--- src/rtl/ram_host_arbiter.sv ---
// Round-robin front end for the single-port RAM. Out-of-window accesses are
// answered locally with an error. In-window responses are routed back to the issuing host.
module ram_host_arbiter #(
  parameter int unsigned NumHosts = 2,
  parameter logic [31:0] MemBase  = 32'h0010_0000,
  parameter logic [31:0] MemSize  = 32'h0000_0200
) (
  input  logic                     clk_i,
  input  logic                     rst_i,
  input  logic [NumHosts-1:0]      host_req_i,
  input  logic [NumHosts-1:0]      host_we_i,
  input  logic [NumHosts*4-1:0]    host_be_i,
  input  logic [NumHosts*32-1:0]   host_addr_i,
  input  logic [NumHosts*32-1:0]   host_wdata_i,
  output logic [NumHosts-1:0]      host_gnt_o,
  output logic [NumHosts-1:0]      host_rvalid_o,
  output logic [NumHosts-1:0]      host_err_o,
  output logic [31:0]              host_rdata_o,
  output logic                     ram_req_o,
  output logic                     ram_we_o,
  output logic [3:0]               ram_be_o,
  output logic [31:0]              ram_addr_o,
  output logic [31:0]              ram_wdata_o,
  input  logic                     ram_rvalid_i,
  input  logic [31:0]              ram_rdata_i
);

  localparam int unsigned IdxW = $clog2(NumHosts);
  typedef logic [IdxW-1:0] idx_t;

  logic [3:0]  be_arr    [NumHosts];
  logic [31:0] addr_arr  [NumHosts];
  logic [31:0] wdata_arr [NumHosts];

  for (genvar i = 0; i < NumHosts; i++) begin : g_unpack
    assign be_arr[i]    = host_be_i[4*i +: 4];
    assign addr_arr[i]  = host_addr_i[32*i +: 32];
    assign wdata_arr[i] = host_wdata_i[32*i +: 32];
  end

  idx_t        last_q;
  logic        gnt_any;
  idx_t        gnt_idx;
  idx_t        cand_idx;
  int unsigned cand;

  // Search starts one past the last winner and wraps, so every requester is
  // served within NumHosts grants.
  always_comb begin
    // NOTE: every combinational output gets a default before any branch;
    // a path that leaves one unassigned would infer a latch.
    gnt_any  = 1'b0;
    gnt_idx  = '0;
    cand     = 0;
    cand_idx = '0;
    for (int unsigned k = 1; k <= NumHosts; k++) begin
      cand     = (32'(last_q) + k) % NumHosts;
      cand_idx = idx_t'(cand);
      if (!gnt_any && host_req_i[cand_idx]) begin
        gnt_any = 1'b1;
        gnt_idx = cand_idx;
      end
    end
  end

  logic [31:0] sel_addr;
  logic [32:0] off33;
  logic        in_range;

  // Widened to 33 bits so a window ending at 32'hFFFF_FFFF cannot wrap.
  assign sel_addr = addr_arr[gnt_idx];
  assign off33    = {1'b0, sel_addr} - {1'b0, MemBase};
  assign in_range = ({1'b0, sel_addr} >= {1'b0, MemBase}) && (off33 < {1'b0, MemSize});

  always_comb begin
    host_gnt_o  = '0;
    ram_req_o   = 1'b0;
    ram_we_o    = 1'b0;
    ram_be_o    = '0;
    ram_addr_o  = '0;
    ram_wdata_o = '0;
    if (gnt_any) begin
      host_gnt_o[gnt_idx] = 1'b1;
      if (in_range) begin
        ram_req_o   = 1'b1;
        ram_we_o    = host_we_i[gnt_idx];
        ram_be_o    = be_arr[gnt_idx];
        ram_addr_o  = off33[31:0];
        ram_wdata_o = wdata_arr[gnt_idx];
      end
    end
  end

  logic rsp_valid_q;
  idx_t rsp_host_q;
  logic rsp_err_q;
  logic rsp_we_q;

  always_ff @(posedge clk_i or posedge rst_i) begin
    // NOTE: state registers use non-blocking assignments so every flop
    // samples pre-edge values, independent of statement order.
    if (rst_i) begin
      last_q      <= idx_t'(NumHosts - 1);
      rsp_valid_q <= 1'b0;
      rsp_host_q  <= '0;
      rsp_err_q   <= 1'b0;
      rsp_we_q    <= 1'b0;
    end else begin
      rsp_valid_q <= gnt_any;
      if (gnt_any) begin
        last_q     <= gnt_idx;
        rsp_host_q <= gnt_idx;
        rsp_err_q  <= !in_range;
        rsp_we_q   <= host_we_i[gnt_idx];
      end
    end
  end

  // A RAM ack is forwarded only when an in-window access is outstanding.
  // A stray ack is dropped.
  always_comb begin
    host_rvalid_o = '0;
    host_err_o    = '0;
    host_rdata_o  = '0;
    if (rsp_valid_q && rsp_err_q) begin
      host_rvalid_o[rsp_host_q] = 1'b1;
      host_err_o[rsp_host_q]    = 1'b1;
    end else if (rsp_valid_q && ram_rvalid_i) begin
      host_rvalid_o[rsp_host_q] = 1'b1;
      if (!rsp_we_q) host_rdata_o = ram_rdata_i;
    end
  end

  a_ram_ack: assert property (@(posedge clk_i) disable iff (rst_i)
    ram_rvalid_i == (rsp_valid_q && !rsp_err_q));

  a_gnt_onehot: assert property (@(posedge clk_i) disable iff (rst_i)
    $onehot0(host_gnt_o));

endmodule

--- config.mk ---
export PLATFORM = sky130hd
export DESIGN_NAME = ram_host_arbiter
export DESIGN_NICKNAME = d
export VERILOG_FILES = /design/src/rtl/ram_host_arbiter.sv
export SDC_FILE = /design/constraint.sdc
export NUM_CORES = 1
export LEC_CHECK = 0
export BUFFER_PORTS_ARGS = -buffer_cell sky130_fd_sc_hd__buf_2
export CORE_AREA = 2 2 110 112
export CTS_CLUSTER_DIAMETER = 100
export DETAILED_ROUTE_END_ITERATION = 12
export DIE_AREA = 0 0 112 114
export PLACE_DENSITY_LB_ADDON = 0.1
export SLEW_MARGIN = 20
export SYNTH_ARGS = -nofsm -noshare
export SYNTH_HDL_FRONTEND = slang
export SYNTH_SLANG_ARGS = --single-unit
export TNS_END_PERCENT = 30
--- constraint.sdc ---
create_clock -name clk_i -period 13.4 [get_ports clk_i]
set_clock_uncertainty 0.1 [all_clocks]
set_input_delay 2.68 -clock clk_i [delete_from_list [all_inputs] [get_ports clk_i]]
set_output_delay 2.68 -clock clk_i [all_outputs]
set_load 0.005 [all_outputs]
-- After elaboration in Yosys (flattened, before gate mapping)
Index checks and enable logic that the tools add are counted.
- reduce and logical (&&, ||, !) cells: 8
- bitwise gates (word level): 1
- muxes and demuxes: 40
- add/subtract/negate cells: 3
- magnitude comparators: 9
- operators with widths (kind ; number):
    2-to-1 mux 32 bit ; 13
    less-than comparator 33 x 10 -> 1 bit (second input constant) ; 1
    subtractor 32 x 21 -> 33 bit (second input constant) ; 1
    greater-or-equal comparator 32 x 21 -> 1 bit (second input constant) ; 1
    2-to-1 mux 4 bit ; 5
    2-to-1 mux 1 bit ; 16
    less-than comparator 1 x 2 -> 1 bit (second input constant) ; 4
    2-to-1 mux 2 bit ; 4
    logical AND 1 bit ; 6
    adder 1 bit (second input constant) ; 2
    demux 1 bit (select 1 bit) ; 2
    greater-or-equal comparator 1 bit (second input constant) ; 2
    greater-or-equal comparator 2 bit (second input constant) ; 1
    zero test 1 bit ; 2
    NOT 1 -> 2 bit ; 1
- input bits: 175
- output and inout bits: 108
- bits in registers: 5
- word-level logic and storage cells: 66

-- Depth between registers and ports, before layout
- depth after elaboration: 16
- mapped depth: 14
- gate-level depth less buffers: 9

-- Worst setup path before layout
OpenSTA, ideal clock, no wires.
- path type: input to output
- from: in host_req_i[1]
- to: out ram_wdata_o[12]
- data required time: 10.620 ns
- setup slack: 4.720 ns
- arrival time: 5.900 ns
- stages on the path: 14
- buffers on the path: 5
- cell sequence: a21bo_1 buf_6 buf_4 clkbuf_1 mux2i_1 ha_1 nor4b_1 nand2_1 xnor2_1 o221a_2 or4_4 buf_6 buf_6 nor3_2
- longest elaborated chain between the ends: 15
- elaborated cells on any way between the ends: 23
- those cells by class: add/sub (1); order compare (2); mux (16); bitwise (1); reduce/logical (3)
- RTL lines (what ; line ; text):
    start, declared ; 10 ; input logic [NumHosts-1:0] host_req_i,
    2-to-1 mux 1 bit (implied by the code) (2 in series) ; 59 ; if (!gnt_any && host_req_i[cand_idx]) begin
    2-to-1 mux 1 bit ; 59 ;
    zero test 1 bit ; 59 ;
    logical AND 1 bit ; 59 ;
    2-to-1 mux 1 bit ; 59 ;
    NOT 1 -> 2 bit (implied by the code) ; 71, 89 ;
    2-to-1 mux 32 bit (implied by the code) (3 in series) ; 71 ; assign sel_addr = addr_arr[gnt_idx];
    subtractor 32 x 21 -> 33 bit ; 72 ; assign off33 = {1'b0, sel_addr} - {1'b0, MemBase};
    less-than comparator 33 x 10 -> 1 bit ; 73 ; assign in_range = ({1'b0, sel_addr} >= {1'b0, MemBase}) && (off33 < {1'b0, MemSize});
    logical AND 1 bit ; 73 ;
    2-to-1 mux 32 bit ; 84 ; if (in_range) begin
    2-to-1 mux 32 bit (*) ; 82 ; if (gnt_any) begin
    end, declared ; 23 ; output logic [31:0] ram_wdata_o,
Mark *: on every way between the ends. The rest lies on a longest branch, timed or not. The select of a mux whose other input is x is not followed.

-- Worst setup path in the final report
- from: in host_req_i[0]
- to: out ram_wdata_o[0]
Same word-level chain as after synthesis.

==> flow_summary.ini <==
[layout]
instances_no_fill = 661
nets = 691
post-route-util_pct = 29.0
final_cell_mix = buf_2, mux2i_1, nor3_1, and2_1, conb_1
diodes = 0
area_delta_synth_final_pct = 67.4
drive_gt1_share_pct = 56.8
final_common_cell = buf_2

[clocking]
ctsLongestPathBuffers = 2
cts_tree = yes
cts_hold_buf = 0
clkSinkCount = 5
clock-root-buffer = clkbuf_16
cts.clk_slew.worst_paths_ns = 0.03
post_cts_buffers = 0
htree_levels = 1
post_cts_resized = 0
cts_buffers = 3
clock_latency_ns = 0.23

[routing]
dr.first_iter.drc_count = 81
routed_via_density = 4.26
drt_wl_total_um = 8260
avgRoutedWirePerCell_um = 12.5
vias = 2814
drc = 0
firstDrtPassIters = 4
antenna_left = 0

[worst_hold_path]
min_path_type = reg2reg

[sta]
min_period_ns = 9.75
setup_violations = 0
final-hold-violation-count = 0
fmax_mhz = 103
max_slew_margin_pct = 46.9
setup_tns_ns = 0
fin_crit_sh_pct = 72.8
fin_ws_ns = 3.65
worst_pin_slew_ns = 0.794
slew_viol_final = 0
grt_setup_unrepaired = false

[critical_path]
required_ns = 10.62
cp.arrival_ns = 6.97
path_max_fanout = 48
crit_type = in2out
crit_path_end_kind = output port
startpoint_type = input port

[synth]
synth_compound_area_share_pct = 7.02
synth_cell_types = 44
synth-adder-area-share_pct = 0.616
synth-simple-area-share_pct = 42.0
ys_ff_latch = 5
syn_inst = 271
synthXorXnorAreaFrac_pct = 3.88
synth-warning-count = 0
synth.area.mux_share_pct = 24.2
synth.avg_cell_area_um2 = 7.49
ys_seq_area_share_pct = 6.22
synth_top_family_by_area = simple AND/OR/NAND/NOR gates
syn_area_um2 = 2030

[place]
dp_slack_ns = 3.58
dpl.hpwl_um = 7070
dp.cells = 657
globalplace.congestion = 0.739
port_buffers = 259

[job]
max_cap_viol_count = 0

[floorplanning]
start_util_pct = 17.3
die_x_um = 112
rows = 40
die_y_um = 114
core_um2 = 11700
die_area_um2 = 12800
pin_count = 283

[global_route]
grt_pass1_wl_um = 12100
grt-ovfl-total = 0
antenna_found_initial = 0
grt_pass1_vias = 2654
grt_max_degree = 49
track_usage_pct = 11.5

[power_and_ir_drop]
peakVddDrop_v = 0.0000267
p_leak_uw = 0.00199
powerDensity_nw_per_um2 = 40.9

[outcome]
outcome = finished, final reports clean
## final timing paths
check                                   start              to  slack, ns  cells past startpoint
worst max-delay path            host_req_i[0]  ram_wdata_o[0]       3.65                     12
min in group asynchronous               rst_i     rsp_valid_q       2.24                      2
worst max register to register         last_q       rsp_err_q       8.82                     10
worst min register to register         last_q          last_q       0.42                      2
worst min-delay path                   last_q          last_q       0.42                      2
max in group asynchronous               rst_i          last_q      10.72                      2
## registers in the layout, summed over array words and instances, names as in the netlist
signal	flops
rsp_we_q	1
rsp_host_q	1
rsp_valid_q	1
last_q	1
rsp_err_q	1
## final cells by class
cell class	instances	area, µm²
clock buffers	4	78.8
inverters	4	17.5
flip-flops and latches	5	126
well taps	147	184
multi-input cells	240	1680
repair buffers	261	1310
fillers	1314	8310
## synth_stat cells, drive strengths merged
cell	instances	area share (%)
dfstp	1	1.3
and3	2	0.62
a31o	1	0.43
o21ai	4	0.99
mux2i	49	24
nor4b	2	0.86
nor2b	1	0.31
ha	1	0.62
nand3b	4	1.5
dfrtp	4	4.9
clkbuf	8	1.5
conb	1	0.18
inv	4	0.86
a221oi	1	0.43
xnor2	4	1.7
o2111ai	2	0.86
nand4	4	1.2
o21a	1	0.37
o22a	1	0.43
and2	33	10
nor3	53	18
nand2	15	2.8
a221o	1	0.49
xor2	5	2.2
a211oi	1	0.37
nor4	8	2.5
a21bo	1	0.49
nand3	2	0.49
and4bb	1	0.62
buf	36	14
o2bb2ai	1	0.43
nor3b	1	0.37
or4	1	0.55
or2	1	0.31
nor2	11	2.0
a21oi	3	0.74
o31a	1	0.43
o221a	1	0.55
## critical path, cell delays in order
cell	delay (ns)
buf_2	0.16
a21bo_4	0.45
buf_4	0.55
mux2i_1	0.25
ha_1	0.27
nor4b_1	0.52
nand2_1	0.19
xnor2_1	0.17
o221a_2	0.29
or4_4	0.80
nor3_1	0.37
buf_2	0.18
## stage by stage
step / total power (µW) / area, µm² / hold slack (ns)
after global placement: 90.7 / 3310 / 0.440
final: 139 / 3400 / 0.425
after global routing: 150 / 3400 / 0.469
after CTS: 141 / 3400 / 0.432
after detailed placement: 91.6 / 3320 / 0.426
after floorplan: 61.8 / 2110 / 0.396
## logic make-up after synthesis
kind of cell / after synthesis
xor+xnor: 9
fa+ha+maj: 1
mux: 49
other cells: 1
compound gates: 19
simple gates: 139
buf+inv: 48
flops: 5
## report_power, final
part           switching (µW)  internal [µW]
clock                    9.14           39.4
sequential               1.50           16.9
combinational            35.9           36.2
total                    46.5           92.5
## per-layer routing
metal / wire, µm / GRT usage, % / vias to the layer above
met4: 74 / 2.11 / 0
met5: 0 / 0 / -
li1: - / - / 1410
met1: 2990 / 12.2 / 1226
met2: 4470 / 24.0 / 171
met3: 727 / 1.59 / 7
Note: power is estimated with default switching activity, not from simulation.
